==> src/rtl/pipe_hazard_pkg.sv <==
// Shared types and helpers for the pipeline hazard/forwarding controller.
// Register indices are zero-extended to MAX_REG_ADDR_W inside the shadow pipeline.
package pipe_hazard_pkg;

    localparam int MAX_REG_ADDR_W = 8;
    localparam int FWD_RF         = 0;

    typedef struct packed {
        logic                      valid;
        logic                      wb_en;
        logic                      is_load;
        logic                      uses1;
        logic                      uses2;
        logic [MAX_REG_ADDR_W-1:0] rd;
        logic [MAX_REG_ADDR_W-1:0] rs1;
        logic [MAX_REG_ADDR_W-1:0] rs2;
    } stage_info_t;

    function automatic int fwdSelWidth(input int numStages);
        return $clog2(numStages - 2);
    endfunction

endpackage

==> src/rtl/pipe_fwd_sel.sv <==
// Forwarding priority encoder for one EX operand: the youngest producer whose
// result is already available wins; otherwise the register file is selected.
module pipe_fwd_sel
    import pipe_hazard_pkg::*;
#(
    parameter int NUM_STAGES     = 5,
    parameter int LOAD_READY_STG = 4,
    parameter int SEL_W          = fwdSelWidth(NUM_STAGES)
) (
    input  stage_info_t [NUM_STAGES-3:0] i_stages,
    input  logic [MAX_REG_ADDR_W-1:0]    i_src,
    input  logic                         i_uses,
    output logic [SEL_W-1:0]             o_sel
);

    logic w_unused;
    assign w_unused = ^i_stages;

    // Scan oldest to youngest so the youngest (lowest stage) match is the last write.
    always_comb begin
        o_sel = SEL_W'(FWD_RF);
        if (i_uses && (i_src != '0)) begin
            for (int k = NUM_STAGES - 3; k >= 1; k--) begin
                if (i_stages[k].valid && i_stages[k].wb_en && (i_stages[k].rd == i_src) &&
                    (!i_stages[k].is_load || ((k + 2) >= LOAD_READY_STG))) begin
                    o_sel = SEL_W'(k);
                end
            end
        end
    end

endmodule

==> src/rtl/pipe_hazard_ctrl.sv <==
// Hazard/forwarding controller: shadows stages EX..WB, derives stall/flush/bubble
// and operand forwarding selects, and counts retired instructions.
module pipe_hazard_ctrl
    import pipe_hazard_pkg::*;
#(
    parameter int NUM_STAGES     = 5,
    parameter int LOAD_READY_STG = 4,
    parameter int REG_ADDR_W     = 5,
    parameter int CNT_W          = 64
) (
    input  logic                                  clk,
    input  logic                                  rst,
    input  logic                                  id_valid_i,
    input  logic [REG_ADDR_W-1:0]                 id_rs1_i,
    input  logic [REG_ADDR_W-1:0]                 id_rs2_i,
    input  logic                                  id_uses_rs1_i,
    input  logic                                  id_uses_rs2_i,
    input  logic [REG_ADDR_W-1:0]                 id_rd_i,
    input  logic                                  id_wb_en_i,
    input  logic                                  id_is_load_i,
    input  logic                                  ex_redirect_i,
    input  logic                                  mem_stall_i,
    output logic                                  stall_if_o,
    output logic                                  stall_id_o,
    output logic                                  flush_id_o,
    output logic                                  bubble_ex_o,
    output logic [fwdSelWidth(NUM_STAGES)-1:0]    fwd_a_sel_o,
    output logic [fwdSelWidth(NUM_STAGES)-1:0]    fwd_b_sel_o,
    output logic [NUM_STAGES-3:0]                 stage_valid_o,
    output logic [CNT_W-1:0]                      instret_o
);

    localparam int SHADOW_N = NUM_STAGES - 2;
    localparam int SEL_W    = fwdSelWidth(NUM_STAGES);

    stage_info_t [SHADOW_N-1:0]  r_stages;
    logic [CNT_W-1:0]            r_instret;
    stage_info_t                 w_idInfo;
    stage_info_t                 w_exEntry;
    logic [MAX_REG_ADDR_W-1:0]   w_idRs1;
    logic [MAX_REG_ADDR_W-1:0]   w_idRs2;
    logic                        w_loadUse;
    logic                        w_stall;
    logic                        w_flush;
    logic                        w_bubble;
    logic [SEL_W-1:0]            w_fwdA;
    logic [SEL_W-1:0]            w_fwdB;

    assign w_idRs1 = MAX_REG_ADDR_W'(id_rs1_i);
    assign w_idRs2 = MAX_REG_ADDR_W'(id_rs2_i);

    always_comb begin
        w_idInfo         = '0;
        w_idInfo.valid   = 1'b1;
        w_idInfo.wb_en   = id_wb_en_i;
        w_idInfo.is_load = id_is_load_i;
        w_idInfo.uses1   = id_uses_rs1_i;
        w_idInfo.uses2   = id_uses_rs2_i;
        w_idInfo.rd      = MAX_REG_ADDR_W'(id_rd_i);
        w_idInfo.rs1     = w_idRs1;
        w_idInfo.rs2     = w_idRs2;
    end

    // Only loads that cannot reach EX in time via forwarding force a stall.
    always_comb begin
        w_loadUse = 1'b0;
        for (int k = 0; k <= LOAD_READY_STG - 4; k++) begin
            if (r_stages[k].valid && r_stages[k].wb_en && r_stages[k].is_load &&
                (r_stages[k].rd != '0)) begin
                if ((id_uses_rs1_i && (r_stages[k].rd == w_idRs1)) ||
                    (id_uses_rs2_i && (r_stages[k].rd == w_idRs2))) begin
                    w_loadUse = 1'b1;
                end
            end
        end
        w_loadUse = w_loadUse & id_valid_i;
    end

    always_comb begin
        w_stall  = 1'b0;
        w_flush  = 1'b0;
        w_bubble = 1'b0;
        if (!rst) begin
            if (mem_stall_i) begin
                w_stall = 1'b1;
            end else if (ex_redirect_i) begin
                w_flush  = 1'b1;
                w_bubble = 1'b1;
            end else if (w_loadUse) begin
                w_stall  = 1'b1;
                w_bubble = 1'b1;
            end
        end
    end

    always_comb begin
        w_exEntry = '0;
        if (id_valid_i && !w_bubble) begin
            w_exEntry = w_idInfo;
        end
    end

    pipe_fwd_sel #(
        .NUM_STAGES     (NUM_STAGES),
        .LOAD_READY_STG (LOAD_READY_STG),
        .SEL_W          (SEL_W)
    ) u_fwdA (
        .i_stages (r_stages),
        .i_src    (r_stages[0].rs1),
        .i_uses   (r_stages[0].valid & r_stages[0].uses1),
        .o_sel    (w_fwdA)
    );

    pipe_fwd_sel #(
        .NUM_STAGES     (NUM_STAGES),
        .LOAD_READY_STG (LOAD_READY_STG),
        .SEL_W          (SEL_W)
    ) u_fwdB (
        .i_stages (r_stages),
        .i_src    (r_stages[0].rs2),
        .i_uses   (r_stages[0].valid & r_stages[0].uses2),
        .o_sel    (w_fwdB)
    );

    assign stall_if_o  = w_stall;
    assign stall_id_o  = w_stall;
    assign flush_id_o  = w_flush;
    assign bubble_ex_o = w_bubble;
    assign fwd_a_sel_o = rst ? '0 : w_fwdA;
    assign fwd_b_sel_o = rst ? '0 : w_fwdB;
    assign instret_o   = rst ? '0 : r_instret;

    always_comb begin
        stage_valid_o = '0;
        if (!rst) begin
            for (int k = 0; k < SHADOW_N; k++) begin
                stage_valid_o[k] = r_stages[k].valid;
            end
        end
    end

    // A memory stall freezes the shadow pipe and the counter together.
    always_ff @(posedge clk) begin
        if (rst) begin
            r_stages  <= '0;
            r_instret <= '0;
        end else if (!mem_stall_i) begin
            if (r_stages[SHADOW_N-1].valid) begin
                r_instret <= r_instret + CNT_W'(1);
            end
            r_stages <= {r_stages[SHADOW_N-2:0], w_exEntry};
        end
    end

endmodule
==> config.mk <==
export PLATFORM = sky130hd
export DESIGN_NAME = pipe_hazard_ctrl
export DESIGN_NICKNAME = d
export VERILOG_FILES = /design/src/rtl/pipe_hazard_pkg.sv /design/src/rtl/pipe_fwd_sel.sv /design/src/rtl/pipe_hazard_ctrl.sv
export SDC_FILE = /design/constraint.sdc
export NUM_CORES = 1
export LEC_CHECK = 0
export ABC_AREA = 1
export BUFFER_PORTS_ARGS = -buffer_cell sky130_fd_sc_hd__clkbuf_2
export CORE_UTILIZATION = 59
export CTS_CLUSTER_SIZE = 14
export DETAILED_ROUTE_END_ITERATION = 10
export PLACE_DENSITY = 0.86
export SLEW_MARGIN = 20
export SYNTH_ARGS = -nofsm -noshare
export SYNTH_HDL_FRONTEND = slang
export SYNTH_HIERARCHICAL = 1
export SYNTH_SLANG_ARGS = --single-unit
==> constraint.sdc <==
create_clock -name clk -period 2.1 [get_ports clk]
set_input_delay 0.42 -clock clk [delete_from_list [all_inputs] [get_ports clk]]
set_output_delay 0.42 -clock clk [all_outputs]
set_load 0.02 [all_outputs]
=== Word-level counts from Yosys, hierarchy flattened ===
Index checks and enable logic that the tools add are counted.

* $add $sub $neg: 1
* Equal/unequal tests: 6
* Muxes and demuxes: 23
* Bitwise operators: 4
* Reductions and logical operators: 23

{| class="wikitable"
|+ Operators with widths
! cell !! count
|-
| $add 64x1->64 const B || 1
|-
| $mux 64 || 1
|-
| $eq 8x8->1 || 4
|-
| $mux 29 || 1
|-
| $reduce_bool 8->1 || 3
|-
| $eq 8x5->1 || 2
|-
| $logic_and 1x1->1 || 16
|-
| $mux 2 || 8
|-
| $mux 1 || 12
|-
| $and 1x1->1 || 3
|-
| $mux 3 || 1
|-
| $logic_not 1->1 || 2
|-
| $reduce_and 2->1 || 1
|-
| $logic_or 1x1->1 || 1
|-
| $not 1->1 || 1
|}

* Flip-flop bits (word level): 114
* Input bits: 24
* Output and inout bits: 75
* Logic and storage cells: 73

=== Logic depth before layout (Yosys ltp) ===
Gate-level depths: netlist (run 1).

* Depth after elaboration: 13
* Mapped depth: 12
* Depth with buffers taken out: 11

=== By module ===
Netlist (run 1), hierarchy kept.

{| class="wikitable"
|+ By module, submodules not included
! module !! instances !! cells an instance !! area an instance (sq um) !! seq. area each (sq um)
|-
| pipe_hazard_ctrl || 1 || 994 || 6,448.7 || 2,482.4
|-
| pipe_fwd_sel || 2 || 85 || 354.1 || 0.0
|}

=== Worst setup path before layout (run 1) ===
Ideal clock, no wire load.

* Path type: input-to-output
* From: in id_rs1_i[4]
* To: out stall_if_o
* Data arrival time: 1.981 ns
* Required time: 1.680 ns
* Setup slack: -0.301 ns
* Stages on the path: 8
* Buffers on the path: 2
* Cell sequence: or2_2 > a21oi_1 > nand3_1 > nand2_1 > nand2_1 > buf_2 > o21ai_0 > buf_4

* Word-level cells in the longest chain between the ends: 10

{| class="wikitable"
|+ RTL lines
! item !! RTL line !! source
|-
| start: declaration || pipe_hazard_ctrl.sv:14 || <nowiki>input logic [REG_ADDR_W-1:0] id_rs1_i,</nowiki>
|-
| $eq 8x5->1 || pipe_hazard_ctrl.sv:70 || <nowiki>if ((id_uses_rs1_i && (r_stages[k].rd == w_idRs1)) ||</nowiki>
|-
| $logic_and 1x1->1 || pipe_hazard_ctrl.sv:70 ||
|-
| $logic_or 1x1->1 || pipe_hazard_ctrl.sv:70 ||
|-
| $mux 1 || pipe_hazard_ctrl.sv:70 ||
|-
| $mux 1 || pipe_hazard_ctrl.sv:68 || <nowiki>if (r_stages[k].valid && r_stages[k].wb_en && r_stages[k].is_load &&</nowiki>
|-
| $and 1x1->1 || pipe_hazard_ctrl.sv:76 || <nowiki>w_loadUse = w_loadUse & id_valid_i;</nowiki>
|-
| $mux 1 || pipe_hazard_ctrl.sv:89 || <nowiki>end else if (w_loadUse) begin</nowiki>
|-
| $mux 1 || pipe_hazard_ctrl.sv:86 || <nowiki>end else if (ex_redirect_i) begin</nowiki>
|-
| $mux 1 || pipe_hazard_ctrl.sv:84 || <nowiki>if (mem_stall_i) begin</nowiki>
|-
| $mux 1 || pipe_hazard_ctrl.sv:83 || <nowiki>if (!rst) begin</nowiki>
|-
| end: declaration || pipe_hazard_ctrl.sv:23 || <nowiki>output logic stall_if_o,</nowiki>
|}

No other way between the ends.

=== Worst setup path after layout (run 1) ===
* From: reg r_stages[26] (netlist bit)
* To: out stall_if_o

* Word-level cells in the longest chain between the ends: 8

{| class="wikitable"
|+ RTL lines
! item !! RTL line !! source
|-
| start: declaration || pipe_hazard_ctrl.sv:36 || <nowiki>stage_info_t [SHADOW_N-1:0] r_stages;</nowiki>
|-
| start signal: assignment || pipe_hazard_ctrl.sv:151 || <nowiki>r_stages <= {r_stages[SHADOW_N-2:0], w_exEntry};</nowiki>
|-
| $logic_and 1x1->1 (2 in a row) || pipe_hazard_ctrl.sv:68 ||
|-
| $mux 1 || pipe_hazard_ctrl.sv:68 ||
|-
| $and 1x1->1 || pipe_hazard_ctrl.sv:76 ||
|-
| $mux 1 || pipe_hazard_ctrl.sv:89 ||
|-
| $mux 1 || pipe_hazard_ctrl.sv:86 ||
|-
| $mux 1 || pipe_hazard_ctrl.sv:84 ||
|-
| $mux 1 || pipe_hazard_ctrl.sv:83 ||
|}

No other way between the ends.

==> flow_metrics.env, run 1 <==
export IMPL_port_buffers=98
export IMPL_row_count=37
export IMPL_cts_sinks=99
export IMPL_grt_max_degree=56
export IMPL_cp_start_kind="register"
export IMPL_antenna_found_initial=0
export IMPL_die_y_um=106
export IMPL_seq_area_um2=2030
export IMPL_dp_cells=1333
export IMPL_power_per_cell_area_nw_per_um2=473
export IMPL_p_sw_share_pct=24.6
export IMPL_drive_gt1_share_pct=17.4
export IMPL_maxCapViolCount=0
export IMPL_ios=99
export IMPL_clock_path_buffers=2
export IMPL_min_from="mem_stall_i"
export IMPL_clk_pin_slew_ns=0.10
export IMPL_max_freq_ghz=0.463
export IMPL_layout_cells_non_filler=1350
export IMPL_end_kind="primary output"
export IMPL_cts_made_buffers=9
export IMPL_slew_viol_final=0
export IMPL_vias=6864
export IMPL_post_dp_hpwl_um=13000
export IMPL_drc=0
export IMPL_pre_cts_slack_ns=0.112
export IMPL_cts_max_level=3
export IMPL_min_to="r_stages[28]"
export IMPL_rsz0062_at_grt="true"
export IMPL_finalHoldViolCount=0
export IMPL_p_seq_share_pct=53.2
export IMPL_synthToLayoutAreaGrowth_pct=18.1
export IMPL_postRouteAntennaNets=0
export IMPL_violations="setup timing"
export IMPL_pwr_share_clk_pct=39.4
export IMPL_cts_root_buffer="clkbuf_8"
export IMPL_die_area_um2=11200
export IMPL_placed_area_um2=7180
export IMPL_design_area_um2=7530
export IMPL_multi_input_area_um2=3780
export IMPL_grt_usage_pct=31.0
export IMPL_finClkSkew_ns=0.0117
export IMPL_gp_routability_congestion=0.939
export IMPL_avgSynthCellArea_um2=5.92
export IMPL_grtUsageMet3_pct=5.03
export IMPL_postCtsHoldBufs=0
export IMPL_grt_pass1_wl_um=28100
export IMPL_fp_dieW_um=106
export IMPL_start_util_pct=61.2
export IMPL_period_minus_slack_ns=2.16
export IMPL_cts_tree="built"
export IMPL_ys_warn_count=6
export IMPL_first_pass_iters=6
export IMPL_power_mw=3.56
export IMPL_diodes=0
export IMPL_grt_remaining_overflow=0
export IMPL_worstRegToRegCells=8
export IMPL_syn_inst=1076
export IMPL_grtUsageMet1_pct=43.8
export IMPL_syn_area_um2=6370
export IMPL_power_static_leakage_nw=3.16
export IMPL_r2r_start="r_instret[1]"
export IMPL_worstPathMaxFanout=2
export IMPL_holdPathStages=3
export IMPL_clkLatencyLatePin_ns=0.37
export IMPL_use_met2_pct=48.6
export IMPL_core_um2=10400
export IMPL_crit_type="reg -> out"
export IMPL_drt_wirelength_per_cell_um=12.5
export IMPL_worst_ep_required_time_ns=1.68
export IMPL_p_sw_mw=0.875
export IMPL_combPwrFrac_pct=7.3
export IMPL_p_int_mw=2.69
export IMPL_cp_arrival_ns=1.74
export IMPL_status="complete, but fails checks"
export IMPL_irDropWorstVdd_v=0.000399
export IMPL_drt_wl_total_um=16800
export IMPL_busiest_layer="met2"
export IMPL_hold_path_class="in -> reg"
export IMPL_n_fill_cell=932
export IMPL_r2r_slack_ns=0.20
export IMPL_finalCritPeriodShare_pct=103
export IMPL_final_setup_worst_slack_ns=-0.0618
export IMPL_finalNetCount=1234
export IMPL_drtIter0Drc=551
export IMPL_grt_pass1_vias=6086
export IMPL_setup_viol=2
export IMPL_viasPerCell=5.08
export IMPL_r2r_end="r_instret[46]"
-- metal layers --
| metal | vias up | share of wire, % |
|---|---|---|
| met4 | 0 | 1.7 |
| li1 | 3543 | - |
| met1 | 2992 | 45 |
| met2 | 296 | 45 |
| met5 | - | 0 |
| met3 | 33 | 8.7 |
-- power by group through the flow --
stage / Combinational (mW) / Sequential (mW) / Clock (mW)
global route: 0.296 / 1.90 / 1.49
CTS: 0.253 / 1.90 / 1.42
detailed placement: 0.244 / 1.95 / 0
finish: 0.262 / 1.90 / 1.40
floorplan: 0.179 / 1.94 / 0
global placement: 0.241 / 1.95 / 0
-- how the worst max path moves through the flow --
stage	from	depth (start not counted)	endpoint
after floorplan	id_rs1_i[4]	8	stall_if_o
after global placement	id_rs1_i[4]	8	stall_id_o
after detailed placement	mem_stall_i	11	r_instret[37]
after CTS	r_stages[20]	7	stall_if_o
after global routing	r_stages[26]	7	stall_id_o
final	r_stages[26]	7	stall_if_o
-- critical path, stage by stage, from the launching register on --
cell	delay [ns]
dfxtp_1	0.36
inv_1	0.08
nor4_1	0.30
o21ai_1	0.12
inv_1	0.11
nand2_2	0.07
o21ai_2	0.16
clkbuf_8	0.17
-- cells in the final DEF, fill, tap and decap left out, types with 2 or more instances in the layout --
| cell type | count |
|---|---|
| a21oi_2 | 3 |
| nand3_1 | 51 |
| o211ai_1 | 2 |
| clkbuf_2 | 90 |
| or2_4 | 2 |
| dfxtp_2 | 10 |
| o22ai_1 | 10 |
| nand3_2 | 3 |
| nor2_2 | 10 |
| xnor2_1 | 6 |
| nor4_1 | 6 |
| nor2_4 | 10 |
| a21oi_1 | 28 |
| nand4_1 | 40 |
| o21ai_1 | 5 |
| buf_4 | 17 |
| nor3_1 | 15 |
| nand2_1 | 276 |
| inv_2 | 13 |
| buf_2 | 2 |
| o21ai_0 | 30 |
| inv_6 | 2 |
| clkbuf_8 | 12 |
| xor2_1 | 14 |
| nor2_1 | 226 |
| nor3_2 | 4 |
| nand2_2 | 6 |
| dfxtp_1 | 79 |
| dfxtp_4 | 10 |
| nand3_4 | 4 |
| bufinv_16 | 2 |
| conb_1 | 44 |
| nor3_4 | 3 |
| inv_1 | 164 |
-- repair_timing --
item                                   in CTS  in global routing
gates resized for setup                    20                 39
setup endpoints to repair                   6                  7
endpoints found under the hold margin       0                  0
gates cloned                                0                  0
pin swaps                                   9                  7
setup buffers                               1                  0
-- sequential cells by signal, summed over array words and instances, names as in the netlist --
signal     cells
r_stages      35
r_instret     64
-- stage by stage --
stage | TNS (ns) | hold slack [ns] | utilization [%]
floorplan | 0 | 0.426 | -
global placement | 0 | 0.441 | 68.9
detailed placement | 0 | 0.447 | 68.9
CTS | 0 | 0.270 | 71.7
global route | -0.445 | 0.269 | 72.3
finish | -0.121 | 0.277 | 72.3
-- cell type report --
class                      instances  share of cell area (%)
clock buffer                      10                    1.83
multi-input combinational        808                    50.2
clock inverter                     6                    1.25
sequential                        99                    27.0
timing repair buffer             113                    8.59
inverter                         178                    8.91
tap                              136                    2.26
Power figures use the tool's default switching activity.
==> inputs of run 2 (changes only) <==
- REMOVE_ABC_BUFFERS: default -> 1
==> run 2 against run 1 <==
Net effect:
- the flow now finishes without violations
- first-iteration DRC count shrank 8.3%
- global-route usage down 0.13 points
- hold slack lost 0.0096 ns
- count of clock-buffer cells in the layout shrank 1
- non-clock buffer count up 3
- utilization increased by 0.17 points
- sequential share of layout area barely moved
- die area did not move
- sequential cell count unchanged
- clock skew shrank 0.00098 ns
- final cell count increased by 0.22%
- combinational power grew 2%
- highest routed layer unchanged
==> flow_metrics.env, run 2 (synthesis results as in run 1) <==
export IMPL_setup_viol=0
export IMPL_drive_gt1_share_pct=18.8
export IMPL_clk_pin_slew_ns=0.09
export IMPL_finalHoldViolCount=0
export IMPL_layout_cells_non_filler=1353
export IMPL_drtIter0Drc=505
export IMPL_regMostFlops="r_instret"
export IMPL_cts_tree="built"
export IMPL_worstPathMaxFanout=4
export IMPL_antenna_found_initial=0
export IMPL_die_y_um=106
export IMPL_die_area_um2=11200
export IMPL_pwr_share_clk_pct=36.9
export IMPL_max_stage_delay_ns=0.37
export IMPL_grt_max_degree=32
export IMPL_clock_path_buffers=2
export IMPL_max_slew_margin_pct=61.8
export IMPL_cts_made_buffers=9
export IMPL_worst_ep_required_time_ns=1.68
export IMPL_irDropWorstVdd_v=0.000481
export IMPL_row_count=37
export IMPL_postCtsHoldBufs=0
export IMPL_first_pass_iters=5
export IMPL_drt_wirelength_per_cell_um=12.4
export IMPL_post_dp_hpwl_um=12900
export IMPL_finClkSkew_ns=0.0107
export IMPL_path_common_cell="nand2_2"
export IMPL_vias=6844
export IMPL_cts_root_buffer="clkbuf_8"
export IMPL_reg_largest_list="r_instret (64), r_stages (35)"
export IMPL_cp_slowest_cell="dfxtp_4"
export IMPL_layout_common_cells="276 x nand2_1, 222 x nor2_1, 163 x inv_1, 91 x clkbuf_2, 74 x dfxtp_1"
export IMPL_cp_start_kind="register"
export IMPL_start_util_pct=61.2
export IMPL_finalNetCount=1237
export IMPL_path_cells="or2_4 -> a21oi_2 -> nand3_1 -> nand2_2 -> nand2_2 -> o21ai_2 -> clkbuf_8"
export IMPL_grt_pass1_wl_um=27700
export IMPL_p_sw_share_pct=26.2
export IMPL_p_int_mw=2.53
export IMPL_end_kind="primary output"
export IMPL_rsz0062_at_grt="true"
export IMPL_grt_usage_pct=30.8
export IMPL_finalCoreUtilization_pct=72.4
export IMPL_power_mw=3.43
export IMPL_dp_cells=1334
export IMPL_worst_pin_slew_ns=0.567
export IMPL_drt_wl_total_um=16800
export IMPL_p_seq_share_pct=55.2
export IMPL_grt_remaining_overflow=0
export IMPL_grt_pass1_vias=5989
export IMPL_crit_type="reg -> out"
export IMPL_clkLatencyLatePin_ns=0.39
export IMPL_diodes=0
export IMPL_power_static_leakage_nw=3.18
export IMPL_cp_startpoint="r_stages[20]"
export IMPL_mostFrequentLayoutCell="nand2_1"
export IMPL_core_um2=10400
export IMPL_port_buffers=98
export IMPL_slew_viol_final=0
export IMPL_largest_reg_flops=64
export IMPL_combPwrFrac_pct=7.8
export IMPL_fp_dieW_um=106
export IMPL_viasPerCell=5.06
export IMPL_max_freq_ghz=0.478
export IMPL_power_per_cell_area_nw_per_um2=455
export IMPL_ios=99
export IMPL_maxCapViolCount=0
export IMPL_cts_sinks=99
export IMPL_period_minus_slack_ns=2.09
export IMPL_cts_max_level=3
export IMPL_min_from="id_rd_i[4]"
export IMPL_r2r_start="r_instret[1]"
export IMPL_status="finished, final reports clean"
export IMPL_finalCritPeriodShare_pct=99.6
export IMPL_cp_arrival_ns=1.67
export IMPL_gp_routability_congestion=0.906
export IMPL_hold_path_class="in -> reg"
export IMPL_postRouteAntennaNets=0
export IMPL_synthToLayoutAreaGrowth_pct=18.4
export IMPL_p_sw_mw=0.899
export IMPL_drc=0
[run 2: changes by cell type in the layout (fill, tap and decap cells not counted), sizes merged]
cell and change:
clkinv +3, buf +2, bufinv -1, inv -1
[run 2: repair_timing]
item | CTS | global route
gates resized for setup | 22 | 51
pin swaps | 8 | 11
hold endpoints to repair | 0 | 0
setup endpoints to repair | 5 | 7
buffers inserted | 2 | 1
[run 2: power groups by stage]
stage               clock network, mW  logic, mW  registers (mW)
CTS                              1.29      0.253            1.90
floorplan                           0      0.140            1.94
finish                           1.27      0.268            1.90
global placement                    0      0.240            1.95
global route                     1.36      0.301            1.90
detailed placement                  0      0.243            1.95
[run 2: per-stage QoR]
step                      hold WS [ns]  area [um2]  TNS, ns  setup slack (ns)
after global routing             0.270        7550   -0.333           -0.0971
final                            0.268        7550        0           0.00891
after detailed placement         0.441        7170        0            0.0648
after floorplan                  0.426        6400    -1.20            -0.555
after global placement           0.439        7170        0             0.118
after CTS                        0.261        7440  -0.0336           -0.0141
[run 2: cell type report]
class	instances	area [um2]
inverter	178	671
fill	930	2870
clock inverter	7	77.6
tap	136	170
clock buffer	9	124
timing repair buffer	116	653
multi-input combinational	808	3820
sequential	99	2030
[run 2: critical path, delay by kind of cell, from the launching register on]
kind,cells,cell delay [ns]
buf+inv,1,0.17
flops,1,0.37
compound gates,2,0.26
simple gates,4,0.49
[run 2: worst paths after layout]
check                                      to  slack (ns)  depth (start not counted)
worst max register to register  r_instret[42]        0.26                          8
worst max-delay path               stall_id_o       0.009                          7
worst min register to register   r_stages[24]        0.46                          2
worst min-delay path             r_stages[20]        0.27                          3
[run 2: per-layer routing]
layer	GRT usage [%]	vias up	routed length, um
met2	48.9	228	7550
met5	0	-	0
met1	43.0	3032	7700
met3	3.99	26	1260
met4	10.9	0	255
li1	-	3558	-
==> inputs of run 3 (changes only) <==
- ABC_AREA: 1 -> default
- CORE_MARGIN: default -> 4
- CORE_UTILIZATION: 59 -> 57
- PLACE_DENSITY: 0.86 -> 0.84
==> run 3 against run 2 <==
Net effect:
- the run now ends with setup timing left
- combinational power fell by 4%
- count of clock-buffer cells in the layout unchanged
- critical path depth shrank 1
- clock skew is 0.012 ns higher
- clock power barely moved
- sequential share of layout area is 2.4 points higher
- non-clock buffer count up 47
- via count fell by 21%
==> flow_metrics.env, run 3 <==
export IMPL_status="complete, but fails checks"
export IMPL_violations="setup timing"
export IMPL_end_kind="primary output"
export IMPL_whs_ns=0.238
export IMPL_holdPathStages=2
export IMPL_dp_cells=890
export IMPL_die_y_um=105
export IMPL_top_layer_used="met4"
export IMPL_clk_pin_slew_ns=0.12
export IMPL_start_util_pct=58.2
export IMPL_gp_routability_congestion=0.859
export IMPL_drive_gt1_share_pct=31.8
export IMPL_grt_pass1_vias=5265
export IMPL_multi_input_area_um2=3510
export IMPL_avgSynthCellArea_um2=8.30
export IMPL_antenna_found_initial=0
export IMPL_crit_type="reg -> out"
export IMPL_port_buffers=98
export IMPL_postRouteAntennaNets=0
export IMPL_worst_ep_required_time_ns=1.68
export IMPL_wl_met2_um=7850
export IMPL_cp_arrival_ns=1.89
export IMPL_clkLatencyLatePin_ns=0.38
export IMPL_diodes=0
export IMPL_cts_max_level=3
export IMPL_viasPerCell=5.89
export IMPL_placed_area_um2=6290
export IMPL_cts_made_buffers=9
export IMPL_period_minus_slack_ns=2.31
export IMPL_wl_met1_um=6020
export IMPL_vias=5434
export IMPL_slew_viol_final=0
export IMPL_rsz0062_at_grt="true"
export IMPL_core_um2=9150
export IMPL_mostFrequentLayoutCell="clkbuf_2"
export IMPL_pre_cts_slack_ns=-0.156
export IMPL_cts_tree="built"
export IMPL_die_area_um2=11000
export IMPL_seq_area_um2=2040
export IMPL_finalCritPeriodShare_pct=110
export IMPL_synthToLayoutAreaGrowth_pct=30.4
export IMPL_row_count=35
export IMPL_largest_reg_flops=64
export IMPL_cts_root_buffer="clkbuf_8"
export IMPL_regMostFlops="r_instret"
export IMPL_worstRegToRegCells=5
export IMPL_fin_setup_tns_ns=-2.07
export IMPL_setup_viol=17
export IMPL_drt_wirelength_per_cell_um=16.7
export IMPL_power_per_cell_area_nw_per_um2=489
export IMPL_syn_inst=642
export IMPL_hold_path_class="in -> reg"
export IMPL_layout_common_cells="90 x clkbuf_2, 71 x dfxtp_1, 67 x buf_4, 64 x nor2_1, 62 x nor2b_1"
export IMPL_first_pass_iters=5
export IMPL_maxCapViolCount=0
export IMPL_irDropWorstVdd_v=0.000346
export IMPL_drtIter0Drc=339
export IMPL_finalCoreUtilization_pct=75.9
export IMPL_reg_largest_list="r_instret (64), r_stages (35)"
export IMPL_grt_max_degree=31
export IMPL_max_freq_ghz=0.433
export IMPL_fp_dieW_um=105
export IMPL_cp_start_kind="register"
export IMPL_drc=0
export IMPL_drt_wl_total_um=15400
export IMPL_grt_pass1_wl_um=24400
export IMPL_finalNetCount=831
export IMPL_final_setup_worst_slack_ns=-0.211
export IMPL_post_dp_hpwl_um=10200
export IMPL_finalHoldViolCount=0
export IMPL_finClkSkew_ns=0.0232
export IMPL_layout_cells_non_filler=922
export IMPL_syn_area_um2=5330
export IMPL_grt_remaining_overflow=0
export IMPL_worstPathMaxFanout=5
export IMPL_postCtsHoldBufs=0
export IMPL_n_fill_cell=592
export IMPL_wl_met3_um=1000
export IMPL_power_static_leakage_nw=2.73
export IMPL_clock_path_buffers=2
export IMPL_cts_sinks=99
export IMPL_ios=99
export IMPL_design_area_um2=6950
export IMPL_ys_warn_count=6
export IMPL_grt_usage_pct=26.5
export IMPL_power_mw=3.40
## run 3: final timing paths
kind | slack (ns) | endpoint | start
setup / recovery | -0.21 | stall_id_o | r_stages[19]
hold / removal | 0.24 | r_stages[16] | id_rd_i[0]
setup reg to reg | -0.15 | r_instret[57] | r_instret[8]
hold reg to reg | 0.50 | r_instret[63] | r_instret[63]
## run 3: area by class of cell
| type | count | share of cell area (%) |
|---|---|---|
| repair buffers | 163 | 14.8 |
| multi-input cells | 522 | 50.5 |
| inverters | 11 | 0.594 |
| clock inverters | 7 | 0.936 |
| flip-flops and latches | 99 | 29.4 |
| well taps | 111 | 2.00 |
| clock buffers | 9 | 1.78 |
## run 3: power breakdown
part	internal (mW)	total (mW)	switching [mW]
Sequential	1.88	1.90	0.0197
Clock	0.464	1.24	0.774
Combinational	0.110	0.258	0.149
Total	2.45	3.40	0.943
## run 3: what timing repair did
action                     CTS  global route
setup endpoints to repair   15            34
cloned                       1             0
setup buffers               12             3
pin swaps                   22            33
resized for setup           47            57
## run 3: per-layer routing
layer	up-vias	GRT usage, %
li1	2566	-
met1	2572	31.5
met2	249	46.8
met3	47	4.14
met4	0	12.1
met5	-	0
## run 3: critical path, stage by stage (launching register included)
cell	delay [ns]
dfxtp_4	0.40
xnor2_4	0.15
nand4_1	0.16
o22ai_2	0.26
a31oi_1	0.14
nor2_1	0.21
buf_4	0.18
